## src/rtl/s_axis_rq_adapt_if.sv

```systemverilog
// Stream bundle between the LitePCIe TLP source and the UltraScale+ RQ port.
// Latency: n/a (signal bundle only).
// Backpressure: tready on the TLP side and tready_a on the RQ side.
// Ports (slave = adapter view):
//   s_axis_rq_t*      TLP stream in (tdata/tkeep/tlast/tvalid), tready out
//   s_axis_rq_t*_a    RQ stream out (tdata/tkeep/tlast/tuser/tvalid), tready_a in
interface s_axis_rq_adapt_if #(
    parameter int DATA_WIDTH = 512,
    parameter int KEEP_WIDTH = DATA_WIDTH/8
);
    logic [DATA_WIDTH-1:0]    s_axis_rq_tdata;
    logic [KEEP_WIDTH-1:0]    s_axis_rq_tkeep;
    logic                     s_axis_rq_tlast;
    logic                     s_axis_rq_tvalid;
    logic [3:0]               s_axis_rq_tready;

    logic [DATA_WIDTH-1:0]    s_axis_rq_tdata_a;
    logic [DATA_WIDTH/32-1:0] s_axis_rq_tkeep_a;
    logic                     s_axis_rq_tlast_a;
    logic [136:0]             s_axis_rq_tuser_a;
    logic                     s_axis_rq_tvalid_a;
    logic [3:0]               s_axis_rq_tready_a;

    // Adapter side.
    modport slave (
        input  s_axis_rq_tdata, s_axis_rq_tkeep, s_axis_rq_tlast, s_axis_rq_tvalid,
        output s_axis_rq_tready,
        output s_axis_rq_tdata_a, s_axis_rq_tkeep_a, s_axis_rq_tlast_a,
               s_axis_rq_tuser_a, s_axis_rq_tvalid_a,
        input  s_axis_rq_tready_a
    );

    // Environment side: TLP source plus RQ sink.
    modport master (
        output s_axis_rq_tdata, s_axis_rq_tkeep, s_axis_rq_tlast, s_axis_rq_tvalid,
        input  s_axis_rq_tready,
        input  s_axis_rq_tdata_a, s_axis_rq_tkeep_a, s_axis_rq_tlast_a,
               s_axis_rq_tuser_a, s_axis_rq_tvalid_a,
        output s_axis_rq_tready_a
    );
endinterface

```

## src/rtl/s_axis_rq_adapt.sv

```systemverilog
// LitePCIe TLP -> UltraScale+ 512b RQ adapter: rewrites MRd/MWr headers into RQ descriptors, realigns 3DW payload.
// Latency: 0 cycles (combinational data path); one extra flush beat when a 3DW write's last DW spills over.
// Backpressure: tready follows tready_a[0]; held low during the flush beat and in reset; state frozen while stalled.
// Ports:
//   user_clk, user_reset   clock, synchronous active-high reset
//   rq (slave modport)     TLP stream in, RQ stream out (see s_axis_rq_adapt_if)
module s_axis_rq_adapt #(
    parameter int DATA_WIDTH = 512,
    parameter int KEEP_WIDTH = DATA_WIDTH/8
) (
    input  logic              user_clk,
    input  logic              user_reset,
    s_axis_rq_adapt_if.slave  rq
);
    localparam int NDW = DATA_WIDTH/32;

    typedef enum logic [1:0] {
        ST_SOP   = 2'd0,
        ST_PASS  = 2'd1,
        ST_SHIFT = 2'd2,
        ST_FLUSH = 2'd3
    } state_t;

    state_t      state;
    state_t      state_nxt;
    logic [31:0] carry;
    logic [31:0] carry_nxt;

    logic [NDW-1:0][31:0]  in_dw;
    logic [KEEP_WIDTH-1:0] keep_in;
    logic [NDW-1:0]        in_dwk;

    assign in_dw   = rq.s_axis_rq_tdata;
    assign keep_in = rq.s_axis_rq_tkeep;

    // DW-granular view of the byte keep: only the lowest byte lane of each DW is looked at.
    always_comb begin
        in_dwk = '0;
        for (int i = 0; i < NDW; i++) begin
            in_dwk[i] = keep_in[4*i];
        end
    end

    // ------------------------------------------------------------------
    // Header decode (only meaningful on the SOP beat)
    // ------------------------------------------------------------------
    logic [9:0]  h_len;
    logic [1:0]  h_attr;
    logic        h_ep;
    logic [2:0]  h_tc;
    logic        h_4dw;
    logic        h_data;
    logic [3:0]  h_fbe;
    logic [3:0]  h_lbe;
    logic [7:0]  h_tag;
    logic [15:0] h_rid;
    logic [63:0] h_addr;

    assign h_len  = in_dw[0][9:0];
    assign h_attr = in_dw[0][13:12];
    assign h_ep   = in_dw[0][14];
    assign h_tc   = in_dw[0][22:20];
    assign h_4dw  = in_dw[0][29];
    assign h_data = in_dw[0][30];
    assign h_fbe  = in_dw[1][3:0];
    assign h_lbe  = in_dw[1][7:4];
    assign h_tag  = in_dw[1][15:8];
    assign h_rid  = in_dw[1][31:16];
    // A 3DW header only carries a 32-bit address; the upper half is zero.
    assign h_addr = h_4dw ? {in_dw[2], in_dw[3][31:2], 2'b00}
                          : {32'h0, in_dw[2][31:2], 2'b00};

    // RQ descriptor. Dword count 0 in the TLP means 1024 DW, hence the extra MSB.
    logic [3:0][31:0] desc;
    assign desc[0] = {h_addr[31:2], 2'b00};                       // AT = untranslated
    assign desc[1] = h_addr[63:32];
    assign desc[2] = {h_rid, h_ep, 3'b000, h_data, (h_len == 10'd0), h_len};
    assign desc[3] = {1'b0, 1'b0, h_attr, h_tc, 1'b0, 16'h0000, h_tag};

    // ------------------------------------------------------------------
    // Handshake
    // ------------------------------------------------------------------
    logic vld_a;
    logic rdy_in;
    logic fire;

    assign vld_a  = !user_reset && ((state == ST_FLUSH) || rq.s_axis_rq_tvalid);
    assign rdy_in = rq.s_axis_rq_tready_a[0] && (state != ST_FLUSH) && !user_reset;
    assign fire   = vld_a && rq.s_axis_rq_tready_a[0];

    assign rq.s_axis_rq_tready  = {4{rdy_in}};
    assign rq.s_axis_rq_tvalid_a = vld_a;

    // ------------------------------------------------------------------
    // Output beat formation and next-state decode
    // ------------------------------------------------------------------
    logic [NDW-1:0][31:0] out_dw;
    logic [NDW-1:0]       out_k;
    logic                 last_a;
    logic                 sop;

    always_comb begin
        out_dw    = '0;
        out_k     = '0;
        last_a    = 1'b0;
        sop       = 1'b0;
        state_nxt = state;
        carry_nxt = carry;
        case (state)
            ST_SOP: begin
                sop          = 1'b1;
                out_dw[3:0]  = desc;
                out_k[3:0]   = 4'hF;
                // Descriptor is 4DW: a 4DW header's payload already sits at DW4,
                // a 3DW header's payload starts at DW3 and moves up by one.
                if (h_4dw) begin
                    out_dw[NDW-1:4] = in_dw[NDW-1:4];
                    out_k[NDW-1:4]  = in_dwk[NDW-1:4];
                end else begin
                    out_dw[NDW-1:4] = in_dw[NDW-2:3];
                    out_k[NDW-1:4]  = in_dwk[NDW-2:3];
                end
                if (!h_data) begin
                    // Read request: descriptor only, always a single beat.
                    out_k  = '0;
                    out_k[3:0] = 4'hF;
                    last_a = 1'b1;
                end else if (h_4dw) begin
                    last_a = rq.s_axis_rq_tlast;
                    if (!rq.s_axis_rq_tlast) begin
                        state_nxt = ST_PASS;
                    end
                end else begin
                    carry_nxt = in_dw[NDW-1];
                    if (!rq.s_axis_rq_tlast) begin
                        state_nxt = ST_SHIFT;
                    end else if (h_len == 10'd13) begin
                        // 3 header + 13 payload fill the input beat; the last DW
                        // does not fit behind the descriptor and needs its own beat.
                        state_nxt = ST_FLUSH;
                    end else begin
                        last_a = 1'b1;
                    end
                end
            end
            ST_PASS: begin
                out_dw = in_dw;
                out_k  = in_dwk;
                last_a = rq.s_axis_rq_tlast;
                if (rq.s_axis_rq_tlast) begin
                    state_nxt = ST_SOP;
                end
            end
            ST_SHIFT: begin
                out_dw    = {in_dw[NDW-2:0], carry};
                out_k     = {in_dwk[NDW-2:0], 1'b1};
                carry_nxt = in_dw[NDW-1];
                if (rq.s_axis_rq_tlast) begin
                    if (in_dwk[NDW-1]) begin
                        state_nxt = ST_FLUSH;
                    end else begin
                        last_a    = 1'b1;
                        state_nxt = ST_SOP;
                    end
                end
            end
            ST_FLUSH: begin
                out_dw[0] = carry;
                out_k[0]  = 1'b1;
                last_a    = 1'b1;
                state_nxt = ST_SOP;
            end
            default: begin
                state_nxt = ST_SOP;
            end
        endcase
    end

    // End-of-packet pointer: highest kept DW of the closing beat.
    logic [3:0] eop_ptr;
    always_comb begin
        eop_ptr = '0;
        if (last_a) begin
            for (int i = 0; i < NDW; i++) begin
                if (out_k[i]) begin
                    eop_ptr = 4'(i);
                end
            end
        end
    end

    logic [136:0] tuser;
    always_comb begin
        tuser = '0;
        if (sop) begin
            tuser[3:0]  = h_fbe;
            tuser[11:8] = h_lbe;
            tuser[20]   = 1'b1;
        end
        tuser[27:26] = {1'b0, last_a};
        tuser[31:28] = eop_ptr;
    end

    assign rq.s_axis_rq_tdata_a = out_dw;
    assign rq.s_axis_rq_tkeep_a = out_k;
    assign rq.s_axis_rq_tlast_a = last_a;
    assign rq.s_axis_rq_tuser_a = tuser;

    // ------------------------------------------------------------------
    // State: advances only when the RQ side takes a beat, so a stall
    // leaves both the state and the carried DW untouched.
    // ------------------------------------------------------------------
    always_ff @(posedge user_clk) begin
        if (user_reset) begin
            state <= ST_SOP;
            carry <= '0;
        end else if (fire) begin
            state <= state_nxt;
            carry <= carry_nxt;
        end
    end

    // Header fields, byte lanes and ready bits that the adapter does not consume.
    logic unused_in;
    assign unused_in = ^{in_dw, keep_in, rq.s_axis_rq_tready_a};

endmodule

```

## src/flat_wrapper.sv

```systemverilog
// flat-port wrapper written by rule: the top's interface ports become plain ports
module s_axis_rq_adapt_flat 
#(
    parameter int DATA_WIDTH = 512,
    parameter int KEEP_WIDTH = DATA_WIDTH/8
)
  (user_clk, user_reset, rq_s_axis_rq_tdata, rq_s_axis_rq_tkeep, rq_s_axis_rq_tlast, rq_s_axis_rq_tvalid, rq_s_axis_rq_tready, rq_s_axis_rq_tdata_a, rq_s_axis_rq_tkeep_a, rq_s_axis_rq_tlast_a, rq_s_axis_rq_tuser_a, rq_s_axis_rq_tvalid_a, rq_s_axis_rq_tready_a);
  s_axis_rq_adapt_if #(.DATA_WIDTH(DATA_WIDTH), .KEEP_WIDTH(KEEP_WIDTH)) rq_i ();
  input  logic user_clk;
  input  logic user_reset;
  input wire logic [$bits(rq_i.s_axis_rq_tdata)-1:0] rq_s_axis_rq_tdata;
  input wire logic [$bits(rq_i.s_axis_rq_tkeep)-1:0] rq_s_axis_rq_tkeep;
  input wire logic [$bits(rq_i.s_axis_rq_tlast)-1:0] rq_s_axis_rq_tlast;
  input wire logic [$bits(rq_i.s_axis_rq_tvalid)-1:0] rq_s_axis_rq_tvalid;
  output wire logic [$bits(rq_i.s_axis_rq_tready)-1:0] rq_s_axis_rq_tready;
  output wire logic [$bits(rq_i.s_axis_rq_tdata_a)-1:0] rq_s_axis_rq_tdata_a;
  output wire logic [$bits(rq_i.s_axis_rq_tkeep_a)-1:0] rq_s_axis_rq_tkeep_a;
  output wire logic [$bits(rq_i.s_axis_rq_tlast_a)-1:0] rq_s_axis_rq_tlast_a;
  output wire logic [$bits(rq_i.s_axis_rq_tuser_a)-1:0] rq_s_axis_rq_tuser_a;
  output wire logic [$bits(rq_i.s_axis_rq_tvalid_a)-1:0] rq_s_axis_rq_tvalid_a;
  input wire logic [$bits(rq_i.s_axis_rq_tready_a)-1:0] rq_s_axis_rq_tready_a;
  assign rq_i.s_axis_rq_tdata = rq_s_axis_rq_tdata;
  assign rq_i.s_axis_rq_tkeep = rq_s_axis_rq_tkeep;
  assign rq_i.s_axis_rq_tlast = rq_s_axis_rq_tlast;
  assign rq_i.s_axis_rq_tvalid = rq_s_axis_rq_tvalid;
  assign rq_s_axis_rq_tready = rq_i.s_axis_rq_tready;
  assign rq_s_axis_rq_tdata_a = rq_i.s_axis_rq_tdata_a;
  assign rq_s_axis_rq_tkeep_a = rq_i.s_axis_rq_tkeep_a;
  assign rq_s_axis_rq_tlast_a = rq_i.s_axis_rq_tlast_a;
  assign rq_s_axis_rq_tuser_a = rq_i.s_axis_rq_tuser_a;
  assign rq_s_axis_rq_tvalid_a = rq_i.s_axis_rq_tvalid_a;
  assign rq_i.s_axis_rq_tready_a = rq_s_axis_rq_tready_a;
  s_axis_rq_adapt #(.DATA_WIDTH(DATA_WIDTH), .KEEP_WIDTH(KEEP_WIDTH)) u_core (.user_clk(user_clk), .user_reset(user_reset), .rq(rq_i));
endmodule
```

## config.mk

```make
export PLATFORM = sky130hd
export DESIGN_NAME = s_axis_rq_adapt_flat
export DESIGN_NICKNAME = d
export VERILOG_FILES = /design/src/rtl/s_axis_rq_adapt_if.sv /design/src/rtl/s_axis_rq_adapt.sv /design/src/flat_wrapper.sv
export SDC_FILE = /design/constraint.sdc
export NUM_CORES = 1
export LEC_CHECK = 0
export BUFFER_PORTS_ARGS = -buffer_cell sky130_fd_sc_hd__buf_2
export CORE_AREA = 2 2 496 498
export DETAILED_ROUTE_END_ITERATION = 10
export DIE_AREA = 0 0 498 500
export GPL_TIMING_DRIVEN = 0
export SLEW_MARGIN = 20
export SYNTH_ARGS = -nofsm -noshare
export SYNTH_HDL_FRONTEND = slang
export SYNTH_SLANG_ARGS = --single-unit
```

## constraint.sdc

```tcl
create_clock -name user_clk -period 1.7 [get_ports user_clk]
set_clock_uncertainty 0.2 [all_clocks]
set_input_delay 0.085 -clock user_clk [delete_from_list [all_inputs] [get_ports user_clk]]
set_output_delay 0.085 -clock user_clk [all_outputs]
set_load 0.01 [all_outputs]
```

==> out/results.txt, run 1 <==
post-place setup slack = -1.75 ns
# setup viols final = 582
synth top area cells = a22o_1 (43%), buf_4 (11%), dfxtp_1 (7.7%), a22oi_1 (7.3%), nand2_1 (6.1%)
vias in the first global route = 17800
Min-Delay Endpoint = u_core.carry[15]
number of port buffers = 1077
r2r startpoint = u_core.state[0]
routability cong. = 1.03
cell area after layout = 24300 um2
ys async rst share = 0%
Cells after Synth = 1258
Routed Antenna Nets = 0
Max-slew headroom = 17.4%
cell area after synthesis = 8870 um2
HPWL after detailed placement = 248 mm
die area = 249000 um2
Num CTS Buffers = 5
Synth-to-Final Area Change = 175%
most common cell in the netlist = a22o_1
Slowest Stage Delay on Critical Path = 0.39 ns
Critical Path Source Type = register
total grt overflow = 0
fin. max-slew vios = 0
Worst-Margin Slew = 1.24 ns
proportion of layout cells with a drive suffix above 1 = 61.9%
DRC viols = 0
R2R setup slack = -0.35 ns
critical hold path startpoint = user_reset
grt peak-use layer = met2
setup total negative slack = -369.32 ns
fin crit period = 2.50 ns
most frequent CP cell = buf_12
GRT Total Usage = 20.4%
synth cell count leaders = a22o_1 (431), nand2_1 (143), buf_4 (129)
failing checks = negative setup slack
TritonCTS clock tree = yes
worst-path cell chain = buf_12 -> buf_12 -> nor2_4 -> clkbuf_16 -> buf_16 -> buf_12 -> a22o_1 -> buf_6
Synth Register Bits = 34
Fin Hold WS = 0.111 ns
post-route setup slack = -0.804 ns
Seq/Total Area, Yosys = 7.68%
largest net degree at the start of global routing = 13
Max Cap Viol = 0
Sequential cell area = 688 um2
Crit Path Category = register to output port
post-route clock period utilization = 147%
required time of the critical path = 1.41 ns
I/O pin total = 1255
Worst-path clk slew = 0.09 ns
Initial Utilization = 3.63%
vias per inst = 3.27
RSZ-0062 raised after global routing = yes
share of Yosys cell area claimed by the top area cell type = 42.6%
vias post-DR = 19200
area post-placement = 18900 um2
DIE HEIGHT = 500 um
met1 Usage GRT = 22.7%
Crit-path slowest cell = dfxtp_4
Worst EP arrival = 2.22 ns
clk sinks = 34
CTS H-tree depth = 2
P_leak = 10.9 nW
Final Net Count = 3135
DIE WIDTH = 498 um
area of the multi-input gates = 8080 um2
cell family with most CP delay = buffers and inverters
peak supply drop = 0.550 mV
global-route wire length before repair = 305 mm
CORE AREA = 244000 um2
CP Buf/Inv Count = 6
cells on worst reg2reg path = 9
drt pass-1 iters = 8
Main synth FF type = dfxtp_1
number of synthesized flops with an enable pin = 0
Netlist cell types = 53
final WL = 268 mm
Hold Crit Class = input pin to register
Initial DRC Count = 1967
maximum clock path buffer count = 2
area leader, netlist = a22o_1
Ys Warns = 0
critical path fanouts, max = 10
WL/cell = 45.6 um
Total Power = 0.0120 W
GR Util met3 = 12.7%
Post-Syn Area per Cell = 7.05 um2
initial antenna violation count = 197
worst flop-to-flop path endpoint = u_core.carry[20]
Hold Vio Cnt, Final = 0
crit end category = output port
Filler Cell Count = 28700
clk_lat worst skew = 0.33 ns
Rows = 182
Power Density = 494 nW/um2
status = finished, violations left
FMAX = 0.399 GHz
GR Util met2 = 30.0%
root buf cell = clkbuf_16
worst hold stages = 2
[logic make-up after synthesis]
kind of cell,after synthesis,share of synthesized area [%]
AO/OA/AOI/OAI,711,62.1
buffers and inverters,291,18.9
flip-flops,34,7.68
multiplexers,1,0.113
other,1,0.0423
AND/OR/NAND/NOR,220,11.1
[per-layer routing]
layer	share of wire (%)	wire, um	vias up
met5	0.10	276	-
met4	6.3	17000	42
met3	15	41000	510
met2	41	110000	1884
met1	37	99500	9334
li1	-	-	7430
[worst max-delay path by stage]
stage,start,endpoint,slack [ns],cells after the start
global placement,u_core.state[1],rq_s_axis_rq_tdata_a[409],-2.72,6
CTS,u_core.state[0],rq_s_axis_rq_tuser_a[29],-0.78,7
global route,u_core.state[1],rq_s_axis_rq_tdata_a[268],-0.83,8
finish,u_core.state[1],rq_s_axis_rq_tdata_a[268],-0.80,8
floorplan,u_core.state[0],rq_s_axis_rq_tuser_a[29],-0.07,6
detailed placement,u_core.state[1],rq_s_axis_rq_tdata_a[216],-1.75,7
[flip-flops by register name, summed over array words and instances, names as in the netlist]
register	flops
u_core.carry	32
u_core.state	2
[cell usage in the layout, fill, tap and decap left out, types with 15 or more instances in the layout]
cell type,synthesis,routed
o21ai_1,1,46
nor2b_1,26,24
clkbuf_16,0,23
a21oi_1,70,64
a22o_4,0,91
conb_1,1,123
clkbuf_4,0,18
nand2_1,143,139
buf_6,1,163
buf_4,129,277
diode_2,0,94
o21ai_2,0,17
buf_16,0,15
o21ai_0,87,25
buf_8,0,32
dfxtp_1,34,32
buf_12,0,50
a22oi_1,86,84
a22o_1,431,330
clkbuf_8,0,18
dlygate4sd3_1,0,33
buf_2,72,811
[per-stage QoR]
| stage | util [%] | cells |
|---|---|---|
| after detailed placement | 7.74 | 5679 |
| after CTS | 9.35 | 5747 |
| after floorplan | - | 1380 |
| after global placement | 7.70 | 5677 |
| after global routing | 9.93 | 5838 |
| final | 9.96 | 5866 |
[cell type report]
| class | instances | share of cell area [%] |
|---|---|---|
| Sequential cell | 34 | 2.83 |
| Antenna cell | 94 | 0.966 |
| Multi-Input combinational cell | 1055 | 33.2 |
| Clock buffer | 5 | 0.514 |
| Clock inverter | 3 | 0.283 |
| Inverter | 7 | 0.128 |
| Timing Repair Buffer | 1166 | 32.9 |
| Buffer | 282 | 12.7 |
| Tap cell | 3220 | 16.5 |
[repair_timing]
| action | in CTS | in global routing |
|---|---|---|
| endpoints found under the setup margin | 582 | 582 |
| endpoints found under the hold margin | 33 | 0 |
| pin swaps | 19 | 33 |
| gates cloned | 12 | 7 |
| gates resized for setup | 819 | 326 |
| hold buffers | 33 | 0 |
| buffers inserted | 16 | 19 |
[worst reg2reg max path: cells and delay by family (launching register included)]
family | cells | cell delay, ns
simple gates | 4 | 0.58
compound gates | 2 | 0.24
buf+inv | 3 | 0.45
flops | 1 | 0.39
[power breakdown]
| part | internal (W) | total [W] | switching, W |
|---|---|---|---|
| logic | 0.00358 | 0.00983 | 0.00625 |
| registers | 0.000800 | 0.000813 | 0.0000133 |
| clock network | 0.000849 | 0.00138 | 0.000536 |
(Power assumes the default switching activity.)
==> run 2: changes to the inputs <==
Settings changed: CTS_BUF_LIST set to sky130_fd_sc_hd__clkbuf_8, GPL_TIMING_DRIVEN 0 to not set.
==> run 2 against run 1 <==
Against the previous run: the run still ends with negative setup slack left; non-clock buffer count is 71 lower; routed wire length fell by 3.7%; first-iteration DRC count down 22%; sequential power about the same; critical endpoint is now rq_s_axis_rq_tdata_a[30]; via count fell by 2.8%; core utilization increased by 0.18 points; global-route usage fell by 1.0 points; maximum frequency fell by 2.7%; sequential share of layout area is 0.051 points lower; register-to-register slack lost 0.31 ns; combinational power down 4.4%; largest power group unchanged.
==> out/results.txt, run 2 (same netlist as run 1, synthesis figures left out) <==
Synth-to-Final Area Change = 180%
final WL = 258 mm (-3.7%)
DRC viols = 0 (unchanged)
Final Net Count = 3064 (-2.3%)
clk sinks = 34 (unchanged)
GRT Total Usage = 19.4% (-1.0 points)
cells on worst reg2reg path = 11 (+2)
R2R setup slack = -0.66 ns (-0.31 ns)
fin crit period = 2.57 ns (+0.0697 ns)
CORE AREA = 244000 um2 (unchanged)
die area = 249000 um2 (unchanged)
Min-Delay Endpoint = u_core.state[1]
worst-path cell chain = buf_12 -> buf_8 -> nor2b_4 -> buf_12 -> buf_16 -> a22oi_2 -> o21ai_1 -> buf_2
Hold Vio Cnt, Final = 0 (unchanged)
Worst-Margin Slew = 0.734 ns (-0.505 ns)
total grt overflow = 0 (unchanged)
Routed Antenna Nets = 0 (unchanged)
Max Cap Viol = 0 (unchanged)
Crit Path Category = register to output port
Layout Cells excl Fill = 5775 (-1.6%)
vias in the first global route = 16700 (-6.4%)
most frequent cells in the layout = buf_2 (874), a22o_1 (352), buf_12 (142)
DIE WIDTH = 498 um (unchanged)
TritonCTS clock tree = yes
root buf cell = clkbuf_8
HPWL after detailed placement = 225 mm (-9.2%)
Crit-path slowest cell = a22oi_2
CTS H-tree depth = 2 (unchanged)
r2r startpoint = u_core.state[0]
I/O pin total = 1255 (unchanged)
vias per inst = 3.23 (-1.3%)
DIE HEIGHT = 500 um (unchanged)
Critical Path Source Type = register
Worst EP arrival = 2.29 ns (+0.07 ns)
initial antenna violation count = 277 (+41%)
Filler Cell Count = 28500 (-0.50%)
biggest regs = u_core.carry: 32 flops, u_core.state: 2 flops
Initial Utilization = 3.63% (unchanged)
Slowest Stage Delay on Critical Path = 0.60 ns (+0.21 ns)
status = finished, violations left
Max-slew headroom = 51.1% (+34 points)
most frequent CP cell = buf_12
# setup viols final = 582 (unchanged)
vias post-DR = 18700 (-2.8%)
Worst-path clk slew = 0.11 ns (+0.02 ns)
clk_lat worst skew = 0.38 ns (+0.05 ns)
Biggest register = u_core.carry
post-route setup slack = -0.874 ns (-0.0697 ns)
placed cells = 5534 (-2.6%)
critical hold path startpoint = rq_s_axis_rq_tkeep[60]
Max Used Layer = met5
worst hold stages = 5 (+3)
critical path fanouts, max = 6 (-4)
global-route wire length before repair = 288 mm (-5.5%)
Initial DRC Count = 1526 (-22%)
peak supply drop = 0.248 mV (-55%)
Num CTS Buffers = 5 (unchanged)
fin. max-slew vios = 0 (unchanged)
largest net degree at the start of global routing = 54 (+41)
P_leak = 10.9 nW (-0.38%)
RSZ-0062 raised after global routing = yes
routability cong. = 0.905 (-12%)
required time of the critical path = 1.41 ns (about the same)
post-route clock period utilization = 151% (+4.1 points)
Hold Crit Class = input pin to register
failing checks = negative setup slack
met2 WL = 112 mm (+2.3%)
number of port buffers = 1080 (+0.28%)
max reg flops = 32 (unchanged)
proportion of layout cells with a drive suffix above 1 = 60.6% (-1.3 points)
FMAX = 0.388 GHz (-2.7%)
worst flop-to-flop path endpoint = u_core.carry[24]
routed wl met3 = 26.7 mm (-35%)
Power Density = 446 nW/um2 (-9.7%)
maximum clock path buffer count = 2 (unchanged)
met1 wire length = 106 mm (+6.5%)
crit end category = output port
setup total negative slack = -399.02 ns (-29.70 ns)
drt pass-1 iters = 5 (-3)
most common cell after layout, fill and taps aside = buf_2
Rows = 182 (unchanged)
WL/cell = 44.6 um (-2.2%)
-- run 2: cell types whose count changed in the layout (fill, tap and decap cells not counted), sizes merged --
cell,before,now
inv,7,8
buf,1349,1321
dlygate4sd3,33,32
bufbuf,0,4
clkbuf,71,26
diode,94,74
bufinv,2,0
-- run 2: metal layers --
layer	up-vias	track usage (%)
li1	7268	-
met1	8849	23.2
met2	1879	30.9
met3	655	8.15
met4	14	6.55
met5	-	0
-- run 2: critical path, delay by kind of cell (launching register included) --
kind	cells	cell delay (ns)
buf+inv	5	0.70
simple gates	1	0.05
flops	1	0.38
compound gates	2	0.77
-- run 2: worst max path at each step --
stage	from	end	slack, ns	depth (start not counted)
after floorplan	u_core.state[0]	rq_s_axis_rq_tuser_a[29]	-0.07	6
after global placement	u_core.state[1]	rq_s_axis_rq_tdata_a[409]	-0.67	7
after detailed placement	u_core.state[0]	rq_s_axis_rq_tdata_a[12]	-0.73	6
after CTS	u_core.state[0]	rq_s_axis_rq_tdata_a[30]	-0.84	8
after global routing	u_core.state[0]	rq_s_axis_rq_tdata_a[30]	-0.93	8
final	u_core.state[0]	rq_s_axis_rq_tdata_a[30]	-0.87	8
-- run 2: power by group --
group,internal (W),switching [W]
Combinational,0.00381,0.00559
Sequential,0.000800,0.0000128
Clock,0.000325,0.000513
Total,0.00493,0.00612
-- run 2: timing repair --
action,CTS,global route
setup buffers,50,42
gates cloned,23,22
hold buffers,32,0
pin swaps,34,51
hold endpoints to repair,32,0
setup endpoints to repair,582,582
resized for setup,304,240
-- run 2: area by class of cell --
class / instances / area [um2] / share of cell area (%)
Inverter: 7 / 28.8 / 0.116
Antenna cell: 74 / 185 / 0.747
Clock inverter: 2 / 8.76 / 0.0353
Clock buffer: 6 / 82.6 / 0.333
Sequential cell: 34 / 688 / 2.78
Tap cell: 3220 / 4030 / 16.3
Multi-Input combinational cell: 1055 / 8030 / 32.4
Timing Repair Buffer: 1377 / 11700 / 47.4
-- run 2: through the flow --
| stage | power (W) | utilization (%) | setup slack [ns] | area, um2 | hold WS (ns) |
|---|---|---|---|---|---|
| after CTS | 0.0106 | 9.37 | -0.840 | 22900 | 0.0164 |
| final | 0.0111 | 10.1 | -0.874 | 24800 | 0.0378 |
| after detailed placement | 0.00860 | 8.13 | -0.725 | 19900 | 0.166 |
| after global placement | 0.00862 | 8.13 | -0.667 | 19900 | 0.164 |
| after floorplan | 0.00330 | - | -0.0741 | 9400 | 0.0210 |
| after global routing | 0.0115 | 10.1 | -0.933 | 24700 | 0.0660 |
